<file path="src/rtl/seq_divider.sv">
// seq_divider: multi-cycle restoring divider for the DE board.
// KEY[1] (active low) latches dividend/divisor from SW and starts a
// shift-and-subtract division that retires one quotient bit per clock.
// LEDR shows quotient, remainder, a done flag and a divide-by-zero flag.
module seq_divider #(
  parameter int WIDTH = 4
) (
  input  logic       CLOCK_50,
  input  logic [1:0] KEY,
  input  logic [9:0] SW,
  output logic [9:0] LEDR
);

  typedef enum logic [1:0] {
    IDLE = 2'd0,
    CALC = 2'd1,
    DONE = 2'd2
  } state_t;

  state_t           state_r;
  state_t           state_s;

  // KEY[1] synchronizer (s1, s2) and edge-detect delay flop (s3)
  logic             s1_r;
  logic             s2_r;
  logic             s3_r;
  logic             start_s;

  // working registers
  logic [WIDTH-1:0] rem_r;
  logic [WIDTH-1:0] rem_s;
  logic [WIDTH-1:0] quo_r;
  logic [WIDTH-1:0] quo_s;
  logic [WIDTH-1:0] div_r;
  logic [WIDTH-1:0] div_s;
  logic [2:0]       count_r;
  logic [2:0]       count_s;
  logic [9:0]       ledr_r;
  logic [9:0]       ledr_s;

  // one restoring-division step
  logic [WIDTH:0]   shifted_s;
  logic [WIDTH:0]   trial_s;
  logic [WIDTH:0]   quo_shift_s;
  logic             fits_s;
  logic [WIDTH-1:0] step_rem_s;
  logic [WIDTH-1:0] step_quo_s;

  // operand fields taken from the switches
  logic [WIDTH-1:0] sw_a_s;
  logic [WIDTH-1:0] sw_b_s;
  logic             unused_sw_s;

  assign sw_a_s      = SW[WIDTH-1:0];
  assign sw_b_s      = SW[2*WIDTH-1:WIDTH];
  // switches above the operand fields are intentionally ignored
  assign unused_sw_s = ^SW;

  // falling edge of the synchronized key: exactly one cycle per press
  assign start_s = s3_r & ~s2_r;

  // Bring the next quotient bit down next to the partial remainder and
  // try subtracting the divisor; a clear sign bit means the divisor fits.
  assign shifted_s   = {rem_r, quo_r[WIDTH-1]};
  assign trial_s     = shifted_s - {1'b0, div_r};
  assign fits_s      = ~trial_s[WIDTH];
  assign quo_shift_s = {quo_r, fits_s};
  assign step_quo_s  = quo_shift_s[WIDTH-1:0];
  assign step_rem_s  = fits_s ? trial_s[WIDTH-1:0] : shifted_s[WIDTH-1:0];

  // Place quotient, remainder and flags in their LEDR fields; unused LEDs stay dark.
  function automatic logic [9:0] pack_leds(
    input logic [WIDTH-1:0] q,
    input logic [WIDTH-1:0] r,
    input logic             done_flag,
    input logic             div0_flag
  );
    logic [9:0] v;
    v                   = 10'd0;
    v[WIDTH-1:0]        = q;
    v[2*WIDTH-1:WIDTH]  = r;
    v[8]                = done_flag;
    v[9]                = div0_flag;
    return v;
  endfunction

  // Next-state and datapath update for the divider FSM.
  always_comb begin
    state_s = state_r;
    rem_s   = rem_r;
    quo_s   = quo_r;
    div_s   = div_r;
    count_s = count_r;
    ledr_s  = ledr_r;
    case (state_r)
      IDLE, DONE: begin
        if (start_s) begin
          div_s     = sw_b_s;
          count_s   = 3'd0;
          ledr_s[8] = 1'b0;
          ledr_s[9] = 1'b0;
          if (sw_b_s == {WIDTH{1'b0}}) begin
            // divide by zero: report all-ones quotient and A as remainder
            state_s = DONE;
            rem_s   = sw_a_s;
            quo_s   = {WIDTH{1'b1}};
            ledr_s  = pack_leds({WIDTH{1'b1}}, sw_a_s, 1'b1, 1'b1);
          end else begin
            state_s = CALC;
            rem_s   = {WIDTH{1'b0}};
            quo_s   = sw_a_s;
          end
        end else begin
          state_s = state_r;
        end
      end
      CALC: begin
        rem_s   = step_rem_s;
        quo_s   = step_quo_s;
        count_s = count_r + 3'd1;
        if (count_r == 3'(WIDTH - 1)) begin
          state_s = DONE;
          ledr_s  = pack_leds(step_quo_s, step_rem_s, 1'b1, 1'b0);
        end else begin
          state_s = CALC;
        end
      end
      default: begin
        state_s = IDLE;
      end
    endcase
  end

  // State, working registers, LED register and key synchronizer; KEY[0] low resets.
  always_ff @(posedge CLOCK_50) begin
    if (!KEY[0]) begin
      state_r <= IDLE;
      rem_r   <= {WIDTH{1'b0}};
      quo_r   <= {WIDTH{1'b0}};
      div_r   <= {WIDTH{1'b0}};
      count_r <= 3'd0;
      ledr_r  <= 10'd0;
      s1_r    <= 1'b1;
      s2_r    <= 1'b1;
      s3_r    <= 1'b1;
    end else begin
      state_r <= state_s;
      rem_r   <= rem_s;
      quo_r   <= quo_s;
      div_r   <= div_s;
      count_r <= count_s;
      ledr_r  <= ledr_s;
      s1_r    <= KEY[1];
      s2_r    <= s1_r;
      s3_r    <= s2_r;
    end
  end

  assign LEDR = ledr_r;

endmodule

</file>
<file path="config.mk">
export PLATFORM = sky130hd
export DESIGN_NAME = seq_divider
export DESIGN_NICKNAME = d
export VERILOG_FILES = /design/src/rtl/seq_divider.sv
export SDC_FILE = /design/constraint.sdc
export NUM_CORES = 1
export LEC_CHECK = 0
export BUFFER_PORTS_ARGS = -buffer_cell sky130_fd_sc_hd__clkbuf_2
export CAP_MARGIN = 0
export CORE_ASPECT_RATIO = 1.1
export CORE_UTILIZATION = 45
export CTS_BUF_LIST = sky130_fd_sc_hd__clkbuf_2
export DETAILED_ROUTE_END_ITERATION = 6
export PLACE_DENSITY = 0.66
export SLEW_MARGIN = 5
export SYNTH_ARGS = -nofsm -noshare
export SYNTH_HDL_FRONTEND = slang
export SYNTH_SLANG_ARGS = --single-unit
export TNS_END_PERCENT = 50
</file>
<file path="constraint.sdc">
create_clock -name CLOCK_50 -period 6.13 [get_ports CLOCK_50]
set_input_delay 1.226 -clock CLOCK_50 [delete_from_list [all_inputs] [get_ports CLOCK_50]]
set_output_delay 1.226 -clock CLOCK_50 [all_outputs]
set_load 0.005 [all_outputs]
</file>
# Yosys cells after proc, flatten, opt, wreduce, memory -nomap -nowiden
# Cells that the tools add are included.
dict set report word_totals {
  regBits 30
  inputBits 13
  output_inout_bits 10
  wordCells 46
}
dict set report op_classes {
  addsub 2
  n_eq_ne 6
  mux 17
  bitwise_logic 3
  reduce_logical 8
}
# operator count
set op_table {}
lappend op_table {{10-bit two-way mux} 3}
lappend op_table {{4-bit two-way mux} 5}
lappend op_table {{10-bit case mux with 2 select lines} 1}
lappend op_table {{4-bit case mux with 2 select lines} 2}
lappend op_table {{2-bit two-way mux} 3}
lappend op_table {{2-bit inequality test (second input constant)} 3}
lappend op_table {{3-bit case mux with 2 select lines} 1}
lappend op_table {{5-bit by 4-bit subtractor with 5-bit output} 1}
lappend op_table {{4-bit logical NOT} 1}
lappend op_table {{2-bit case mux with 2 select lines} 1}
lappend op_table {{2-bit AND reduction} 2}
lappend op_table {{4-bit AND reduction} 1}
lappend op_table {{3-bit by 1-bit adder with 3-bit output (second input constant)} 1}
lappend op_table {{3-bit by 2-bit == test with 1-bit output (second input constant)} 1}
lappend op_table {{3-bit two-way mux} 1}
lappend op_table {{3-bit AND reduction} 1}
lappend op_table {{2-bit by 1-bit == test with 1-bit output (second input constant)} 1}
lappend op_table {{2-bit == test (second input constant)} 1}
lappend op_table {{2-bit logical NOT} 1}
lappend op_table {{1-bit inverter} 2}
lappend op_table {{2-bit nonzero test} 1}
lappend op_table {{2-bit OR reduction} 1}
lappend op_table {{1-bit bitwise AND} 1}

# Longest topological paths before layout
# Gate-level depths: netlist of run 1.
dict set report logic_depth {
  word_depth 4
  mapped_depth 8
  depth_no_buf 8
}

# Least setup slack after synthesis of run 1
# Ideal clock, no wire load.
dict set report synth_timing {
  kind {input -> register}
  from {in SW[7]}
  to {reg ledr_r[2], in the netlist LEDR[2]}
  setup_ps 116
  arrival_ps 2286
  required_ps 6014
  slack_ps 3728
  path_stages 6
  path_buffers 1
  path_cell_list {or4_4 nand2b_4 nand2_4 buf_6 nand2_1 o211a_1}
}
dict set report synth_via {
  elab_chain_cells 3
}
# element line_no
set synth_lines {}
lappend synth_lines {{from (decl)} 10} ;# input logic [9:0] SW,
lappend synth_lines {{4-bit logical NOT} 102} ;# if (sw_b_s == {WIDTH{1'b0}}) begin
lappend synth_lines {{2-bit inequality test (no source line)} n/a}
lappend synth_lines {{4-bit AND reduction (no source line)} n/a}
lappend synth_lines {{to (signal assigned)} 152} ;# ledr_r <= ledr_s;
lappend synth_lines {{to (decl)} 38} ;# logic [9:0] ledr_r;
# No other way between the ends.
# A chain may end at the register's enable or synchronous reset.

# Final worst setup path of run 1
dict set report layout_timing {
  from {reg quo_r[3]}
  to {reg rem_r[0]}
}
dict set report layout_via {
  elab_chain_cells 3
}
# element line_no
set layout_lines {}
lappend layout_lines {{from (decl)} 32} ;# logic [WIDTH-1:0] quo_r;
lappend layout_lines {{from (signal assigned)} 139} ;# quo_r <= {WIDTH{1'b0}};
lappend layout_lines {{from (signal assigned)} 149} ;# quo_r <= quo_s;
lappend layout_lines {{5-bit by 4-bit subtractor with 5-bit output} 65} ;# assign trial_s = shifted_s - {1'b0, div_r};
lappend layout_lines {{4-bit two-way mux *} 69} ;# assign step_rem_s = fits_s ? trial_s[WIDTH-1:0] : shifted_s[WIDTH-1:0];
lappend layout_lines {{4-bit case mux with 2 select lines *} 95} ;# case (state_r)
lappend layout_lines {{to (signal assigned)} 138} ;# rem_r <= {WIDTH{1'b0}};
lappend layout_lines {{to (signal assigned)} 148} ;# rem_r <= rem_s;
lappend layout_lines {{to (decl)} 30} ;# logic [WIDTH-1:0] rem_r;
# Every way passes the cells marked *; elsewhere a longest branch is shown, timed or not.

==> results of run 1 <==
## stage by stage
| step | power [mW] | setup WS (ns) |
|---|---|---|
| 2_1_floorplan | 0.254 | 3.73 |
| 3_3_place_gp | 0.267 | 3.57 |
| 3_5_place_dp | 0.269 | 3.56 |
| 4_1_cts | 0.447 | 3.86 |
| 5_1_grt | 0.464 | 3.66 |
| 6_report | 0.445 | 3.87 |
## cells by family (layout without fill, tap and decap cells)
group                      Yosys count  in the layout  synth area share (%)
buffers and inverters               15             34                  4.60
and+or+nand+nor                     55             55                  20.8
xor gates and xnor gates             3              3                  2.39
muxes                                3              3                  2.12
AOI/OAI and AO/OA                   44             44                  21.0
DFF                                 30             30                  42.4
adders and majority gates            7              7                  6.72
## flip-flops by register name (all words and copies together) (netlist names)
name,count
LEDR,10
div_r,4
quo_r,4
rem_r,4
count_r,3
state_r,2
s1_r,1
s2_r,1
s3_r,1
## report_power, final
| part | switching, mW | internal (mW) | total [mW] |
|---|---|---|---|
| combinational | 0.0328 | 0.0231 | 0.0558 |
| sequential | 0.00593 | 0.203 | 0.209 |
| clock | 0.0709 | 0.109 | 0.180 |
| total | 0.110 | 0.335 | 0.445 |
## layer usage
| metal | global-route usage [%] | part of all wire [%] | routed length, µm | vias up |
|---|---|---|---|---|
| li1 | - | - | - | 584 |
| met1 | 22.3 | 47 | 1370 | 556 |
| met2 | 34.4 | 49 | 1410 | 17 |
| met3 | 4.05 | 3.2 | 94 | 5 |
| met4 | 8.57 | 1.0 | 30 | 0 |
| met5 | 0 | 0 | 0 | - |
## layout by cell type (no fill, tap or decap)
cell type   n
dfxtp_1    30
clkbuf_2   25
nand2_1    20
o21ai_0    12
a31oi_1    10
nor2_1      8
inv_1       6
a21boi_0    6
ha_1        6
a21oi_1     5
nand3_1     5
nand2b_1    5
o221ai_1    4
o211a_1     4
and2_1      4
nor2b_1     3
mux2i_1     3
bufinv_16   2
nand3b_1    1
xor2_1      1
and2b_1     1
or2_2       1
o22ai_2     1
xnor2_1     1
or4_4       1
nor3b_2     1
nand2b_4    1
nand2_4     1
xor2_2      1
nor2_2      1
a32oi_1     1
nor3_1      1
nor3b_1     1
o21a_1      1
fa_1        1
clkinv_1    1
## critical path, stage by stage (launching register included)
cell and delay (ns):
dfxtp_1 0.34, inv_1 0.06, ha_1 0.22, fa_1 0.38, and2b_1 0.25, o22ai_2 0.12
xnor2_1 0.35, mux2i_1 0.31, a31oi_1 0.11
## cell type report
class,instances,area share [%]
Tap cell,33,2.58
Clock buffer,5,1.56
Inverter,6,1.41
Multi-Input combinational cell,112,46.8
Clock inverter,3,3.98
Timing Repair Buffer,20,6.25
Sequential cell,30,37.5
## path summary, 6_finish.rpt
check                             start               endpoint  slack [ns]  cells after the start
setup reg to reg  quo_r[3]$_SDFFE_PN0P_  rem_r[0]$_SDFFE_PN0P_        3.87                      8
hold reg to reg         s1_r$_SDFF_PN1_        s2_r$_SDFF_PN1_        0.45                      1
hold / removal          s1_r$_SDFF_PN1_        s2_r$_SDFF_PN1_        0.45                      1
setup / recovery  quo_r[3]$_SDFFE_PN0P_  rem_r[0]$_SDFFE_PN0P_        3.87                      8
==> results.sh, run 1 <==
export IMPL_syn_instance_count=157
export IMPL_power_density_nw_per_um2=277
export IMPL_clkTransAtPathRegs_ns=0.17
export IMPL_synth_edff_count=0
export IMPL_clkLatencyLatePin_ns=0.36
export IMPL_multi_input_area_um2=749
export IMPL_avgSynthCellArea_um2=9.01
export IMPL_viasPerCell=5.56
export IMPL_dp_hpwl_mm=2.09
export IMPL_gp_congestion=0.764
export IMPL_die_area_um2=3370
export IMPL_portBuffers=20
export IMPL_async_flop_share_pct=0
export IMPL_regArea_um2=601
export IMPL_clock_sinks=30
export IMPL_grt_usage_pct=19.1
export IMPL_max_clock_freq_mhz=443
export IMPL_start_util_pct=49.2
export IMPL_synth_area_leader_cell="dfxtp_1"
export IMPL_cts_root_buf="clkbuf_2"
export IMPL_core_um2=2880
export IMPL_grt_setup_unrepaired="no"
export IMPL_ys_ff_latch=30
export IMPL_placementRows=20
export IMPL_finish_utilization_pct=55.7
export IMPL_setup_viol=0
export IMPL_min_period_ns=2.26
export IMPL_placed_cell_area_um2=1510
export IMPL_post_cts_repair_setup_buffers=0
export IMPL_max_vdd_ir_drop_uv=195
export IMPL_ctsHoldBuffers=0
export IMPL_timing_final_crit_share_pct=36.8
export IMPL_cts_resized_gates=0
export IMPL_ant_nets=0
export IMPL_drc_errors=0
export IMPL_synthToLayoutAreaGrowth_pct=13.3
export IMPL_die_w_um=55.5
export IMPL_maxCapViolCount=0
export IMPL_worstPathArrival_ns=2.49
export IMPL_first_iter_violations=20
export IMPL_place_inst=201
export IMPL_synthMostInstantiatedCell="dfxtp_1"
export IMPL_max_slew_worst_pin_slew_ns=0.807
export IMPL_hold_violations=0
export IMPL_ys_types=36
export IMPL_die_h_um=60.8
export IMPL_fin_hold_ws_ns=0.448
export IMPL_synth_top_flop_cell="dfxtp_1"
export IMPL_hp_class="reg -> reg"
export IMPL_firstDrtPassIters=4
export IMPL_nNetsFinal=195
export IMPL_synth_area_top_cells="dfxtp_1 (42%), ha_1 (5.3%), nand2_1 (5.3%)"
export IMPL_antenna_cells=0
export IMPL_yosysSeqAreaShare_pct=42.4
export IMPL_grt_pass1_vias=1143
export IMPL_worstSetupEndpointType="flop"
export IMPL_status="completed"
export IMPL_skew_ns=0.0121
export IMPL_cts_tree="done"
export IMPL_antenna_found_initial=0
export IMPL_cts_buffers=5
export IMPL_grt_ovfl_total=0
export IMPL_grt_pass1_wl_mm=4.93
export IMPL_drt_total_wl_mm=2.91
export IMPL_htree_levels=2
export IMPL_crit_type="reg -> reg"
export IMPL_path_max_fanout=3
export IMPL_grt_max_degree=31
export IMPL_p_leak_nw=0.698
export IMPL_synthTopCellsByCount="dfxtp_1 (30), nand2_1 (20), o21ai_0 (12)"
export IMPL_syn_nets=177
export IMPL_vias=1162
export IMPL_maxSlewViolCount=0
export IMPL_clock_path_buffers=2
export IMPL_worstPathRequired_ns=6.37
export IMPL_max_slew_margin_rel_pct=46.1
export IMPL_ys_warnings_count=0
export IMPL_netlist_area_um2=1420
export IMPL_pin_count=23
export IMPL_wl_per_cell_um=13.9
export IMPL_stdcell_count=209
export IMPL_stdcell_area_um2=1600
export IMPL_fillers=288
export IMPL_drive_gt1_share_pct=19.9
export IMPL_yosysTopAreaCellShare_pct=42.4
export IMPL_crit_path_start_kind="flop"
export IMPL_final_setup_tns_ns=0
(Power assumes the default switching activity.)
==> inputs of run 2 (changes only) <==
--- a/config.mk
+++ b/config.mk
@@ -5,13 +5,14 @@
 export SDC_FILE = /design/constraint.sdc
 export NUM_CORES = 1
 export LEC_CHECK = 0
+export ABC_AREA = 1
 export BUFFER_PORTS_ARGS = -buffer_cell sky130_fd_sc_hd__clkbuf_2
 export CAP_MARGIN = 0
 export CORE_ASPECT_RATIO = 1.1
 export CORE_UTILIZATION = 45
 export CTS_BUF_LIST = sky130_fd_sc_hd__clkbuf_2
 export DETAILED_ROUTE_END_ITERATION = 6
-export PLACE_DENSITY = 0.66
+export PLACE_DENSITY = 0.65
 export SLEW_MARGIN = 5
 export SYNTH_ARGS = -nofsm -noshare
 export SYNTH_HDL_FRONTEND = slang
==> constraint.sdc (replaced) <==
create_clock -name CLOCK_50 -period 2.2 [get_ports CLOCK_50]
set_input_delay 0.44 -clock CLOCK_50 [delete_from_list [all_inputs] [get_ports CLOCK_50]]
set_output_delay 0.44 -clock CLOCK_50 [all_outputs]
set_load 0.005 [all_outputs]
==> run 2 against run 1 <==
Net effect: the flow now finishes with violations (DRC); cell area increased by 4.8%; combinational power increased to 3.7 times the previous value; non-clock buffer count increased by 1; global-route usage is 0.32 points higher; sequential power grew to 2.8 times the previous value; first-iteration DRC count up 85%; largest power group unchanged; highest routed layer unchanged.
==> results.sh, run 2 <==
export IMPL_max_slew_margin_rel_pct=66.0
export IMPL_max_vdd_ir_drop_uv=348
export IMPL_synth_area_top_cells="dfxtp_1 (39%), nand2_1 (7.9%), inv_1 (7.4%)"
export IMPL_synth_simple_area_share_pct=26.6
export IMPL_yosysTopAreaCellShare_pct=39.5
export IMPL_first_iter_violations=37
export IMPL_pin_count=23
export IMPL_stdcell_count=258
export IMPL_power_mw=1.06
export IMPL_skew_ns=0.0224
export IMPL_timing_final_crit_share_pct=90.2
export IMPL_async_flop_share_pct=0
export IMPL_grt_usage_pct=19.4
export IMPL_final_setup_tns_ns=0
export IMPL_ys_ff_latch=30
export IMPL_wl_per_cell_um=11.3
export IMPL_crit_path_start_kind="flop"
export IMPL_final_common_cell="nand2_1"
export IMPL_die_h_um=63.0
export IMPL_place_inst=250
export IMPL_setup_viol=0
export IMPL_htree_levels=2
export IMPL_hold_violations=0
export IMPL_status="finished, violations left"
export IMPL_synth_top_flop_cell="dfxtp_1"
export IMPL_fin_hold_ws_ns=0.228
export IMPL_largest_register_ffs=10
export IMPL_synthAdderAreaFrac_pct=6.25
export IMPL_synth_top_family_by_area="simple AND/OR/NAND/NOR gates"
export IMPL_p_leak_nw=0.839
export IMPL_finish_utilization_pct=53.7
export IMPL_violations="DRC"
export IMPL_pre_cts_slack_ns=0.189
export IMPL_cts_buffers=5
export IMPL_core_um2=3130
export IMPL_die_area_um2=3620
export IMPL_viasPerCell=5.05
export IMPL_fin_ws_ns=0.216
export IMPL_grt_pass1_wl_mm=5.39
export IMPL_synthMostInstantiatedCell="nand2_1"
export IMPL_yosysSeqAreaShare_pct=39.5
export IMPL_grt_max_degree=17
export IMPL_worstPathArrival_ns=2.28
export IMPL_max_slew_worst_pin_slew_ns=0.509
export IMPL_portBuffers=20
export IMPL_drive_gt1_share_pct=21.0
export IMPL_clkLatencyLatePin_ns=0.38
export IMPL_maxCapViolCount=0
export IMPL_clock_sinks=30
export IMPL_nNetsFinal=243
export IMPL_synthTopCellsByCount="nand2_1 (32), dfxtp_1 (30), inv_1 (30)"
export IMPL_ys_warnings_count=0
export IMPL_ctsHoldBuffers=0
export IMPL_drc_errors=2
export IMPL_antenna_cells=0
export IMPL_final_cell_mix="nand2_1 (31), dfxtp_1 (30), inv_1 (30), clkbuf_2 (25), nand3_1 (20)"
export IMPL_dp_hpwl_mm=2.15
export IMPL_crit_type="reg -> reg"
export IMPL_reg2reg_depth=11
export IMPL_antenna_found_initial=0
export IMPL_firstDrtPassIters=6
export IMPL_grt_pass1_vias=1246
export IMPL_cts_root_buf="clkbuf_2"
export IMPL_path_max_fanout=5
export IMPL_synth_compound_area_share_pct=16.0
export IMPL_die_w_um=57.4
export IMPL_worstPathRequired_ns=2.50
export IMPL_max_clock_freq_mhz=504
export IMPL_gp_congestion=0.846
export IMPL_min_period_ns=1.98
export IMPL_placed_cell_area_um2=1640
export IMPL_worstSetupEndpointType="flop"
export IMPL_cts_tree="done"
export IMPL_holdPathStages=2
export IMPL_ys_types=33
export IMPL_clkTransAtPathRegs_ns=0.17
export IMPL_synth_edff_count=0
export IMPL_grt_setup_unrepaired="no"
export IMPL_netlist_area_um2=1520
export IMPL_ant_nets=0
export IMPL_maxSlewViolCount=0
export IMPL_vias=1304
export IMPL_stdcell_area_um2=1680
export IMPL_fillers=298
export IMPL_synthMuxAreaShare_pct=0
export IMPL_power_density_nw_per_um2=630
export IMPL_synthXorXnorAreaFrac_pct=0.576
export IMPL_drt_total_wl_mm=2.93
export IMPL_syn_instance_count=201
export IMPL_avgSynthCellArea_um2=7.57
export IMPL_placementRows=21
export IMPL_syn_nets=221
export IMPL_hp_class="in -> reg"
export IMPL_synthToLayoutAreaGrowth_pct=10.4
export IMPL_start_util_pct=48.7
export IMPL_grt_ovfl_total=0
export IMPL_synth_area_leader_cell="dfxtp_1"
export IMPL_clock_path_buffers=2
[run 2: final timing paths]
path / end / start / slack, ns
max: quo_r[0]$_SDFFE_PN0P_ / quo_r[3]$_SDFFE_PN0P_ / 0.22
min: s1_r$_SDFF_PN1_ / KEY[1] / 0.23
max reg2reg: quo_r[0]$_SDFFE_PN0P_ / quo_r[3]$_SDFFE_PN0P_ / 0.22
min reg2reg: s2_r$_SDFF_PN1_ / s1_r$_SDFF_PN1_ / 0.45
[run 2: power by group]
group | internal [mW] | switching, mW | total, mW
clock network | 0.0723 | 0.196 | 0.268
logic | 0.0790 | 0.128 | 0.207
registers | 0.568 | 0.0138 | 0.582
[run 2: critical path, cell delays in order, from the launching register on]
cell      delay, ns
dfxtp_1        0.36
inv_1          0.06
ha_1           0.21
fa_1           0.40
inv_1          0.09
nand3_1        0.07
nand3_1        0.18
nand2_2        0.12
o21ai_1        0.20
nand2_1        0.08
o211ai_1       0.08
inv_1          0.05
[run 2: layout make-up]
cell class | count | area, µm² | area share, %
tap | 34 | 42.5 | 2.53
inverter | 34 | 133 | 7.90
clock inverter | 3 | 16.3 | 0.969
timing repair buffer | 21 | 108 | 6.41
multi-input combinational | 131 | 754 | 44.9
clock buffer | 5 | 25.0 | 1.49
sequential | 30 | 601 | 35.8
[run 2: cells by family (layout without fill, tap and decap cells)]
family | count (synthesis) | after routing
AND/OR/NAND/NOR | 81 | 81
adder cells (fa/ha/maj) | 7 | 7
flip-flops | 30 | 30
buffers and inverters | 40 | 63
XOR/XNOR | 1 | 1
AO/OA/AOI/OAI | 42 | 42
[run 2: per-layer routing]
| layer | vias to the layer above | GRT usage (%) | share of wire, % |
|---|---|---|---|
| li1 | 691 | - | - |
| met1 | 582 | 23.8 | 49 |
| met2 | 25 | 30.4 | 43 |
| met3 | 6 | 7.45 | 5.8 |
| met4 | 0 | 7.32 | 2.0 |
| met5 | - | 0 | 0 |
[run 2: repair_timing]
item,4_1_cts,5_1_grt
resized for setup,0,1
endpoints found under the setup margin,0,3
setup buffers,0,0
==> inputs of run 3 (changes only) <==
--- a/config.mk
+++ b/config.mk
@@ -9,10 +9,10 @@
 export BUFFER_PORTS_ARGS = -buffer_cell sky130_fd_sc_hd__clkbuf_2
 export CAP_MARGIN = 0
 export CORE_ASPECT_RATIO = 1.1
-export CORE_UTILIZATION = 45
+export CORE_UTILIZATION = 55
 export CTS_BUF_LIST = sky130_fd_sc_hd__clkbuf_2
 export DETAILED_ROUTE_END_ITERATION = 6
-export PLACE_DENSITY = 0.65
+export PLACE_DENSITY = 0.77
 export SLEW_MARGIN = 5
 export SYNTH_ARGS = -nofsm -noshare
 export SYNTH_HDL_FRONTEND = slang
==> run 3 against run 2 <==
Net effect: the run now ends clean; setup slack got worse by 0.035 ns; die area down 18%; power up 9.4%; register-to-register slack got worse by 0.04 ns; flip-flop and latch count unchanged; first-iteration DRC count fell by 8.1%; fmax is 1.7% lower; critical path type unchanged.
==> results.sh, run 3 (same netlist as run 2, synthesis figures left out) <==
export IMPL_fin_hold_ws_ns=0.251
export IMPL_critical_path_max_stage_delay_ns=0.40
export IMPL_cts_tree="done"
export IMPL_post_cts_repair_setup_buffers=0
export IMPL_hold_violations=0
export IMPL_grt_pass1_wl_mm=4.98
export IMPL_grt_pass1_vias=1191
export IMPL_worstReg2RegEnd="LEDR[7]$_SDFFE_PN0P_"
export IMPL_placed_cell_area_um2=1620
export IMPL_crit_path_start_kind="flop"
export IMPL_gp_congestion=0.810
export IMPL_largest_register_ffs=10
export IMPL_multi_input_area_um2=756
export IMPL_timing_final_crit_share_pct=91.8
export IMPL_drt_total_wl_mm=2.87
export IMPL_path_max_fanout=5
export IMPL_hp_class="in -> reg"
export IMPL_grt_ovfl_total=0
export IMPL_hold_end="s1_r$_SDFF_PN1_"
export IMPL_firstDrtPassIters=4
export IMPL_skew_ns=0.0181
export IMPL_maxSlewViolCount=0
export IMPL_die_h_um=57.2
export IMPL_reg2reg_depth=13
export IMPL_wl_per_cell_um=11.3
export IMPL_portBuffers=20
export IMPL_viasPerCell=5.17
export IMPL_pin_count=23
export IMPL_cts_buffers=5
export IMPL_nNetsFinal=242
export IMPL_p_leak_nw=0.845
export IMPL_power_density_nw_per_um2=686
export IMPL_drc_errors=0
export IMPL_first_iter_violations=34
export IMPL_synthToLayoutAreaGrowth_pct=10.9
export IMPL_htree_levels=2
export IMPL_max_clock_freq_mhz=495
export IMPL_ctsHoldBuffers=0
export IMPL_hold_path_startpoint="KEY[1]"
export IMPL_ant_nets=0
export IMPL_max_slew_margin_rel_pct=66.8
export IMPL_setup_viol=0
export IMPL_clock_sinks=30
export IMPL_max_slew_worst_pin_slew_ns=0.498
export IMPL_regArea_um2=601
export IMPL_max_vdd_ir_drop_uv=493
export IMPL_antenna_found_initial=0
export IMPL_holdPathStages=2
export IMPL_clock_path_buffers=2
export IMPL_worstPathArrival_ns=2.28
export IMPL_die_w_um=52.1
export IMPL_clkTransAtPathRegs_ns=0.16
export IMPL_maxCapViolCount=0
export IMPL_antenna_cells=0
export IMPL_clkLatencyLatePin_ns=0.36
export IMPL_min_period_ns=2.02
export IMPL_drive_gt1_share_pct=20.3
export IMPL_status="completed"
export IMPL_final_common_cell="nand2_1"
export IMPL_crit_type="reg -> reg"
export IMPL_ff2ff_setup_slack_ns=0.18
export IMPL_timing_rr_start="quo_r[3]$_SDFFE_PN0P_"
export IMPL_final_cell_mix="nand2_1 (32), dfxtp_1 (30), inv_1 (30), clkbuf_2 (25), nand3_1 (20)"
export IMPL_critPathSlowestCell="fa_1"
export IMPL_stdcell_area_um2=1690
export IMPL_vias=1309
export IMPL_worstPathCellList="inv_1, ha_1, fa_1, inv_1, nand3_1, nand3_1, nand2_1, nand2_1, nand2_1, nand2_1, nand3_1, nand2_1, inv_1"
export IMPL_grt_max_degree=17
export IMPL_worstPathRequired_ns=2.46
export IMPL_dp_hpwl_mm=2.13
export IMPL_start_util_pct=59.3
export IMPL_die_area_um2=2980
export IMPL_grt_usage_pct=22.6
export IMPL_power_mw=1.16
export IMPL_timing_critical_path_mode_cell="nand2_1"
export IMPL_worstSetupEndpointType="flop"
export IMPL_core_um2=2570
export IMPL_cts_root_buf="clkbuf_2"
export IMPL_fillers=238
export IMPL_placementRows=19
## run 3: cell count changes in the layout (fill, tap and decap cells not counted), sizes merged
cell,previous run,this run
buf,1,0
bufinv,0,1
clkinv,2,1
clkinvlp,1,0
## run 3: area by class of cell
type	instances	area share (%)
multi-input cells	131	44.8
flip-flops and latches	30	35.6
inverters	34	7.86
repair buffers	20	5.93
well taps	31	2.30
clock inverters	2	2.00
clock buffers	5	1.48
## run 3: repair_timing
action / in CTS / in global routing
endpoints found under the hold margin: 0 / 0
endpoints found under the setup margin: 0 / 1
resized for setup: 0 / 1
## run 3: power by group
part	switching (mW)	internal [mW]
logic	0.130	0.0771
clock network	0.185	0.183
registers	0.0136	0.568
## run 3: critical path: cells and delay by family, from the launching register on
family                   cells  cell delay [ns]
adder cells (fa/ha/maj)      2             0.62
buffers and inverters        3             0.19
flip-flops                   1             0.35
AND/OR/NAND/NOR              8             0.76
## run 3: how the worst max path moves through the flow
stage | from | endpoint | cells past startpoint
after floorplan | quo_r[3]$_SDFFE_PN0P_ | quo_r[0]$_SDFFE_PN0P_ | 11
after global placement | quo_r[3]$_SDFFE_PN0P_ | quo_r[0]$_SDFFE_PN0P_ | 11
after detailed placement | quo_r[3]$_SDFFE_PN0P_ | quo_r[0]$_SDFFE_PN0P_ | 11
after CTS | quo_r[3]$_SDFFE_PN0P_ | quo_r[0]$_SDFFE_PN0P_ | 11
after global routing | quo_r[3]$_SDFFE_PN0P_ | quo_r[0]$_SDFFE_PN0P_ | 11
final | quo_r[3]$_SDFFE_PN0P_ | LEDR[7]$_SDFFE_PN0P_ | 13
## run 3: layer usage
layer	share of wire, %	global-route usage [%]
met1	47	28.4
met3	4.9	8.27
met2	47	35.2
met5	0	0
met4	1.3	8.65
## run 3: metrics by stage
stage / setup slack, ns / util [%] / setup TNS (ns) / cells
2_1_floorplan: 0.410 / - / 0 / 201
3_3_place_gp: 0.226 / 63.3 / 0 / 246
3_5_place_dp: 0.216 / 63.3 / 0 / 246
4_1_cts: 0.186 / 65.5 / 0 / 253
5_1_grt: -0.00384 / 65.7 / -0.00384 / 253
6_report: 0.181 / 65.7 / 0 / 253
